<file path="config.mk">
export PLATFORM = sky130hd
export DESIGN_NAME = cbuf_acq_sequencer
export DESIGN_NICKNAME = d
export VERILOG_FILES = /design/src/rtl/cbuf_acq_sequencer.sv
export SDC_FILE = /design/constraint.sdc
export NUM_CORES = 1
export LEC_CHECK = 0
export ABC_CLOCK_PERIOD_IN_PS = 3000
export BUFFER_PORTS_ARGS = -buffer_cell sky130_fd_sc_hd__buf_2
export CAP_MARGIN = 5
export CORE_MARGIN = 1
export CORE_UTILIZATION = 57
export CTS_BUF_LIST = sky130_fd_sc_hd__clkbuf_4 sky130_fd_sc_hd__clkbuf_8
export CTS_CLUSTER_DIAMETER = 60
export CTS_CLUSTER_SIZE = 25
export DETAILED_ROUTE_END_ITERATION = 7
export GPL_TIMING_DRIVEN = 1
export PLACE_DENSITY = 0.95
export SLEW_MARGIN = 20
export SYNTH_ARGS = -nofsm -noshare
export SYNTH_HDL_FRONTEND = slang
export SYNTH_SLANG_ARGS = --single-unit
</file>
<file path="constraint.sdc">
create_clock -name clk -period 3 [get_ports clk]
set_input_delay 0.6 -clock clk [delete_from_list [all_inputs] [get_ports clk]]
set_output_delay 0.6 -clock clk [all_outputs]
set_load 0.02 [all_outputs]
</file>
<file path="src/rtl/cbuf_acq_sequencer.sv">
// cbuf_acq_sequencer
//   Control sequencer for circular-buffer acquisition. Each accepted trigger
//   emits one fill header, one waveform header, N data bursts and one
//   checksum, one FIFO word per cycle. It drives the select and checksum
//   strobes of the downstream ADC data mux.
//
//   Optional feature macro: CBUF_DROP_COUNT_EN adds the dropped_count port
//   and a saturating counter of rejected triggers.
//
// Ports
//   clk, rst            acquisition clock, asynchronous active-high reset
//   trig, enable        trigger pulse, acquisition enable
//   async_num_bursts    data bursts per fill (latched on accept)
//   cbuf_wr_adr         circular-buffer write address (latched on accept)
//   fifo_prog_full      DDR3 write FIFO programmable-full flag
//   select_*            one-hot mux selects (Moore, from registered state)
//   checksum_update     mux XORs data into its checksum
//   fifo_wr_en          registered OR of the selects
//   burst_start_adr     start address of the current fill
//   fill_num            fill counter, advances as CKSUM ends
//   busy                high outside IDLE
//   trig_dropped        one-cycle pulse for a rejected trigger
//   dropped_count       saturating rejected-trigger count (macro only)
module cbuf_acq_sequencer #(
  parameter int NB_W = 14
) (
  input  logic            clk,
  input  logic            rst,
  input  logic            trig,
  input  logic            enable,
  input  logic [NB_W-1:0] async_num_bursts,
  input  logic [22:0]     cbuf_wr_adr,
  input  logic            fifo_prog_full,
  output logic            select_fill_hdr,
  output logic            select_waveform_hdr,
  output logic            select_dat,
  output logic            select_checksum,
  output logic            checksum_update,
  output logic            fifo_wr_en,
  output logic [22:0]     burst_start_adr,
  output logic [23:0]     fill_num,
  output logic            busy,
`ifdef CBUF_DROP_COUNT_EN
  output logic            trig_dropped,
  output logic [15:0]     dropped_count
`else
  output logic            trig_dropped
`endif
);

  typedef enum logic [2:0] {
    IDLE     = 3'd0,
    FILL_HDR = 3'd1,
    WFM_HDR  = 3'd2,
    DATA     = 3'd3,
    CKSUM    = 3'd4
  } state_t;

  state_t          state_r;
  state_t          state_nxt_s;
  logic [NB_W-1:0] nb_left_r;
  logic            accept_s;
  logic            drop_s;

  // A trigger outside IDLE, or in IDLE while the FIFO is nearly full, is
  // rejected loudly; a trigger with enable low in IDLE is silently ignored.
  assign accept_s = (state_r == IDLE) && trig && enable && !fifo_prog_full;
  assign drop_s   = trig && ((state_r != IDLE) || (enable && fifo_prog_full));

  // State register.
  always_ff @(posedge clk or posedge rst) begin
    if (rst) begin
      state_r <= IDLE;
    end else begin
      state_r <= state_nxt_s;
    end
  end

  // Next-state logic.
  always_comb begin
    state_nxt_s = state_r;
    case (state_r)
      IDLE: begin
        if (accept_s) state_nxt_s = FILL_HDR;
        else          state_nxt_s = IDLE;
      end
      FILL_HDR: state_nxt_s = WFM_HDR;
      WFM_HDR: begin
        if (nb_left_r != '0) state_nxt_s = DATA;
        else                 state_nxt_s = CKSUM;
      end
      DATA: begin
        // nb_left counts down each DATA cycle; the last burst is when it is 1.
        if (nb_left_r == NB_W'(1)) state_nxt_s = CKSUM;
        else                       state_nxt_s = DATA;
      end
      CKSUM:   state_nxt_s = IDLE;
      default: state_nxt_s = IDLE;
    endcase
  end

  // Moore output decode from the registered state.
  always_comb begin
    select_fill_hdr     = 1'b0;
    select_waveform_hdr = 1'b0;
    select_dat          = 1'b0;
    select_checksum     = 1'b0;
    checksum_update     = 1'b0;
    busy                = 1'b1;
    case (state_r)
      IDLE:     busy = 1'b0;
      FILL_HDR: select_fill_hdr = 1'b1;
      WFM_HDR:  select_waveform_hdr = 1'b1;
      DATA: begin
        select_dat      = 1'b1;
        checksum_update = 1'b1;
      end
      CKSUM:    select_checksum = 1'b1;
      default:  busy = 1'b0;
    endcase
  end

  // Burst counter: loaded on accept, decremented through DATA.
  always_ff @(posedge clk or posedge rst) begin
    if (rst) begin
      nb_left_r <= '0;
    end else if (accept_s) begin
      nb_left_r <= async_num_bursts;
    end else if (state_r == DATA) begin
      nb_left_r <= nb_left_r - NB_W'(1);
    end
  end

  // Fill bookkeeping: start address latch and fill counter (wraps naturally).
  always_ff @(posedge clk or posedge rst) begin
    if (rst) begin
      burst_start_adr <= 23'd0;
      fill_num        <= 24'd0;
    end else begin
      if (accept_s) burst_start_adr <= cbuf_wr_adr;
      if (state_r == CKSUM) fill_num <= fill_num + 24'd1;
    end
  end

  // The mux registers its word, so the write enable trails the select by one.
  always_ff @(posedge clk or posedge rst) begin
    if (rst) begin
      fifo_wr_en   <= 1'b0;
      trig_dropped <= 1'b0;
    end else begin
      fifo_wr_en   <= select_fill_hdr | select_waveform_hdr | select_dat | select_checksum;
      trig_dropped <= drop_s;
    end
  end

`ifdef CBUF_DROP_COUNT_EN
  // Saturating count of rejected triggers.
  always_ff @(posedge clk or posedge rst) begin
    if (rst) begin
      dropped_count <= 16'd0;
    end else if (drop_s && (dropped_count != 16'hFFFF)) begin
      dropped_count <= dropped_count + 16'd1;
    end
  end
`endif

endmodule

</file>
# After elaboration in Yosys (flattened, before gate mapping)

Cells that the tools add are included.
Widths: inputs -> output; s select.

Bitwise operators: 3
$add $sub $neg: 2
Multiplexer cells: 11
Equal/unequal tests: 5
Reductions and logical operators: 12

Operators by type and width:

| cell                  | number |
|---|---|
| $mux 14               | 2 |
| $add 24x1->24 const B | 1 |
| $eq 14x1->1 const B   | 1 |
| $reduce_bool 14->1    | 1 |
| $sub 14x1->14 const B | 1 |
| $pmux 3 s4            | 1 |
| $eq 3x2->1 const B    | 2 |
| $mux 1                | 6 |
| $mux 3                | 2 |
| $logic_and 1x1->1     | 5 |
| $reduce_or 4->1       | 1 |
| $eq 3x1->1 const B    | 1 |
| $eq 3x3->1 const B    | 1 |
| $logic_not 3->1       | 1 |
| $or 1x1->1            | 3 |
| $reduce_bool 3->1     | 1 |
| $reduce_bool 2->1     | 1 |
| $logic_not 1->1       | 1 |
| $logic_or 1x1->1      | 1 |

Word-level logic and storage cells: 39
Input port bits: 42
Register bits after elaboration: 66

# Depth between registers and ports, before layout

Depth in word-level cells: 6
Mapped depth: 7
Depth with buffers taken out: 6

# Worst setup path before layout

OpenSTA, ideal clock, no wires.

Path kind: register -> output
From: register state_r[2]
To: output port select_dat
Data arrival time: 1.387 ns
Setup slack: 1.013 ns
Cell stages (with the launch flop): 6
Data required time: 2.400 ns
Cell sequence: dfrtp_1 > buf_2 > nand3b_1 > clkbuf_1 > inv_1 > buf_4

Cells in the longest elaborated chain, start to end: 2

RTL lines:

| element                | line | RTL |
|---|---|---|
| from (decl)            | 59   | `state_t state_r;` |
| from (signal assigned) | 75   | `state_r <= state_nxt_s;` |
| $eq 3x2->1             | n/a  |  |
| $mux 1                 | n/a  |  |
| to (decl)              | 36   | `output logic select_dat,` |

No other way between the ends.

# Worst setup path after layout

From: register state_r[0]
To: output port select_dat

Cells in the longest elaborated chain, start to end: 2

RTL lines:

| element    | line | RTL |
|---|---|---|
| $eq 3x2->1 | 110  | `case (state_r)` |
| $mux 1     | 110  |  |

No other way between the ends.

==> qor.yml <==
status: "complete, no violations"
synth_fp_nets: 368
grtUsageMet3: 0.0383
synth_cells: 323
crit_arrival_ns: 1.86
hpwl_mm: 5.00
yosysWarnings: 0
clk_latency_ns: 0.33
cts_resized: 0
antenna_found_initial: 0
startpoint: "state_r[0]"
die_w_um: 76.0
synth_top_cell_by_area: "dfrtp_1"
num_rows: 26
drive_gt1_frac: 0.301
vias_per_cell: 5.40
vias: 2657
skew_ns: 0.00604
hp-class: "input port to async pin"
required_ns: 2.40
crit_path_start_kind: "flop"
use_met2: 0.452
fin_ws_ns: 0.535
max_cap_viol_count: 0
clkSinkCount: 66
combPwrFrac: 0.030
avgSynthCellArea_um2: 9.67
io_pins: 97
whs_ns: 0.264
die_area_um2: 5780
cts_tree: "built"
synth-edff-count: 0
gp_congestion: 0.812
worstSetupPathType: "flop to output port"
grt_pass1_wl_mm: 12.0
switching_share: 0.213
grt_pass1_vias: 2664
setup_viol_count_final: 0
ys_top_cells_by_area: "dfrtp_1 (53%), nand2_1 (11%), xnor2_1 (6.2%), xor2_1 (3.4%), nand3_1 (1.9%)"
ir_drop_uv: 215
grt_max_degree: 37
synth_async_sr_flop_share: 1.00
r2r_start: "nb_left_r[0]"
top_usage_layer: "met2"
clock_power_share: 0.425
grtUsageMet1: 0.326
htreeDepth: 3
final_common_cell: "buf_2"
num-nets-final: 463
min_period_over_period: 0.822
fin_crit_ns: 2.46
intPower_w: 0.00129
relSlewSlack: 0.409
wl_per_cell_um: 14.0
power.leakage_nw: 2.04
ant_nets: 0
synth_cell_types: 41
core_area_um2: 5200
totalWireLength_mm: 6.87
synth_ff_type: "dfrtp_1"
grt_overflow: 0
rsz0062_at_grt: "no"
initial_utilization: 0.600
hold_buffers: 0
switchingPower_w: 0.000348
diodes: 0
worstMarginPinSlew_ns: 0.885
dpl_worst_slack_ns: 0.802
chipHeight_um: 76.0
firstDrtPassIters: 4
cellPowerDensity_nw_per_um2: 425
maxSlewViolCount: 0
power.share.sequential: 0.545
cts.repair_timing.setup_buffer_count: 0
root_buffer: "clkbuf_8"
io_buffers: 96
cp_max_fo: 11
drt_iter0_markers: 151
netlist_area_um2: 3120
area_delta_synth_final_pct: 23.2
synth-seq-area-share: 0.529
cp-end-kind: "output port"
cts_buffer_depth: 2
synth_top_area_frac: 0.529
hold_violations: 0
final_cell_mix: "buf_2 (96), nand2_1 (94), dfrtp_1 (66), xnor2_1 (22)"
timing.fmax_mhz: 406
fin_setup_tns_ns: 0
grt_use_total: 0.263
cts_made_buffers: 9
drc: 0
synth-seq-cells: 66
clkTransAtPathRegs_ns: 0.07
==> path summary, 6_finish.rpt <==
| path | to | slack [ns] | cells past startpoint |
|---|---|---|---|
| min | burst_start_adr[10] | 0.26 | 2 |
| max | select_dat | 0.54 | 3 |
| max reg2reg | nb_left_r[10] | 0.92 | 6 |
| min in group clk | burst_start_adr[8] | 0.46 | 3 |
| min reg2reg | fill_num[23] | 0.46 | 1 |
| max in group asynchronous | burst_start_adr[13] | 2.06 | 3 |
==> kinds of logic (layout without fill, tap and decap cells) <==
group / count (synthesis) / after routing / synth area share
AND/OR/NAND/NOR: 168 / 168 / 0.272
flip-flops: 66 / 66 / 0.529
XOR/XNOR: 34 / 34 / 0.0954
AO/OA/AOI/OAI: 26 / 26 / 0.0473
buffers and inverters: 21 / 120 / 0.0276
multiplexers: 5 / 5 / 0.0164
adder cells (fa/ha/maj): 3 / 3 / 0.0120
==> stage by stage <==
stage,power [W],cell area (µm²),util,std cells
final,0.00163,3850,0.739,492
after global routing,0.00171,3850,0.739,492
after CTS,0.00165,3850,0.739,492
after detailed placement,0.000959,3670,0.704,477
after global placement,0.000957,3670,0.704,477
after floorplan,0.000924,3120,-,323
==> synthesized netlist by cell type (2+ instances only) <==
cell type / count
and3_1: 2
mux2i_1: 4
dfrtp_1: 66
ha_1: 3
and4_1: 4
nand3_1: 12
or4_4: 3
o21ai_0: 9
nor4_1: 7
o21ai_1: 2
a21boi_0: 5
nand4_1: 9
or4_1: 3
inv_1: 5
nand2_1: 94
nor3_1: 11
buf_2: 3
xor2_1: 12
xnor2_1: 22
a21oi_1: 8
nor3b_1: 2
nor2_1: 8
clkbuf_1: 11
==> per-layer routing <==
layer,vias up,routed length [µm]
met5,-,0
met4,0,154
met3,17,312
met2,98,3360
met1,1262,3040
li1,1280,-
==> state kept, by name, summed over array words and instances, names as in the netlist <==
signal,flops
burst_start_adr,23
fifo_wr_en,1
trig_dropped,1
state_r,3
nb_left_r,14
fill_num,24
==> area by class of cell <==
type / count / area, µm²
clock buffer: 9 / 124
fill: 395 / 1360
inverter: 5 / 18.8
sequential: 66 / 1650
multi-input combinational: 236 / 1390
tap: 70 / 87.6
clock inverter: 6 / 58.8
timing repair buffer: 100 / 523
==> power by group through the flow <==
stage,Combinational (W),Sequential [W],Clock (W)
after floorplan,0.0000158,0.000908,0
after global placement,0.0000499,0.000907,0
after detailed placement,0.0000513,0.000907,0
after CTS,0.0000515,0.000890,0.000711
after global routing,0.0000566,0.000890,0.000760
final,0.0000497,0.000890,0.000694
==> critical path: stages (launching register included) <==
cell      delay (ns)
dfrtp_1         0.54
nand3b_1        0.43
inv_1           0.34
buf_2           0.22
Note: power is estimated with default switching activity, not from simulation.
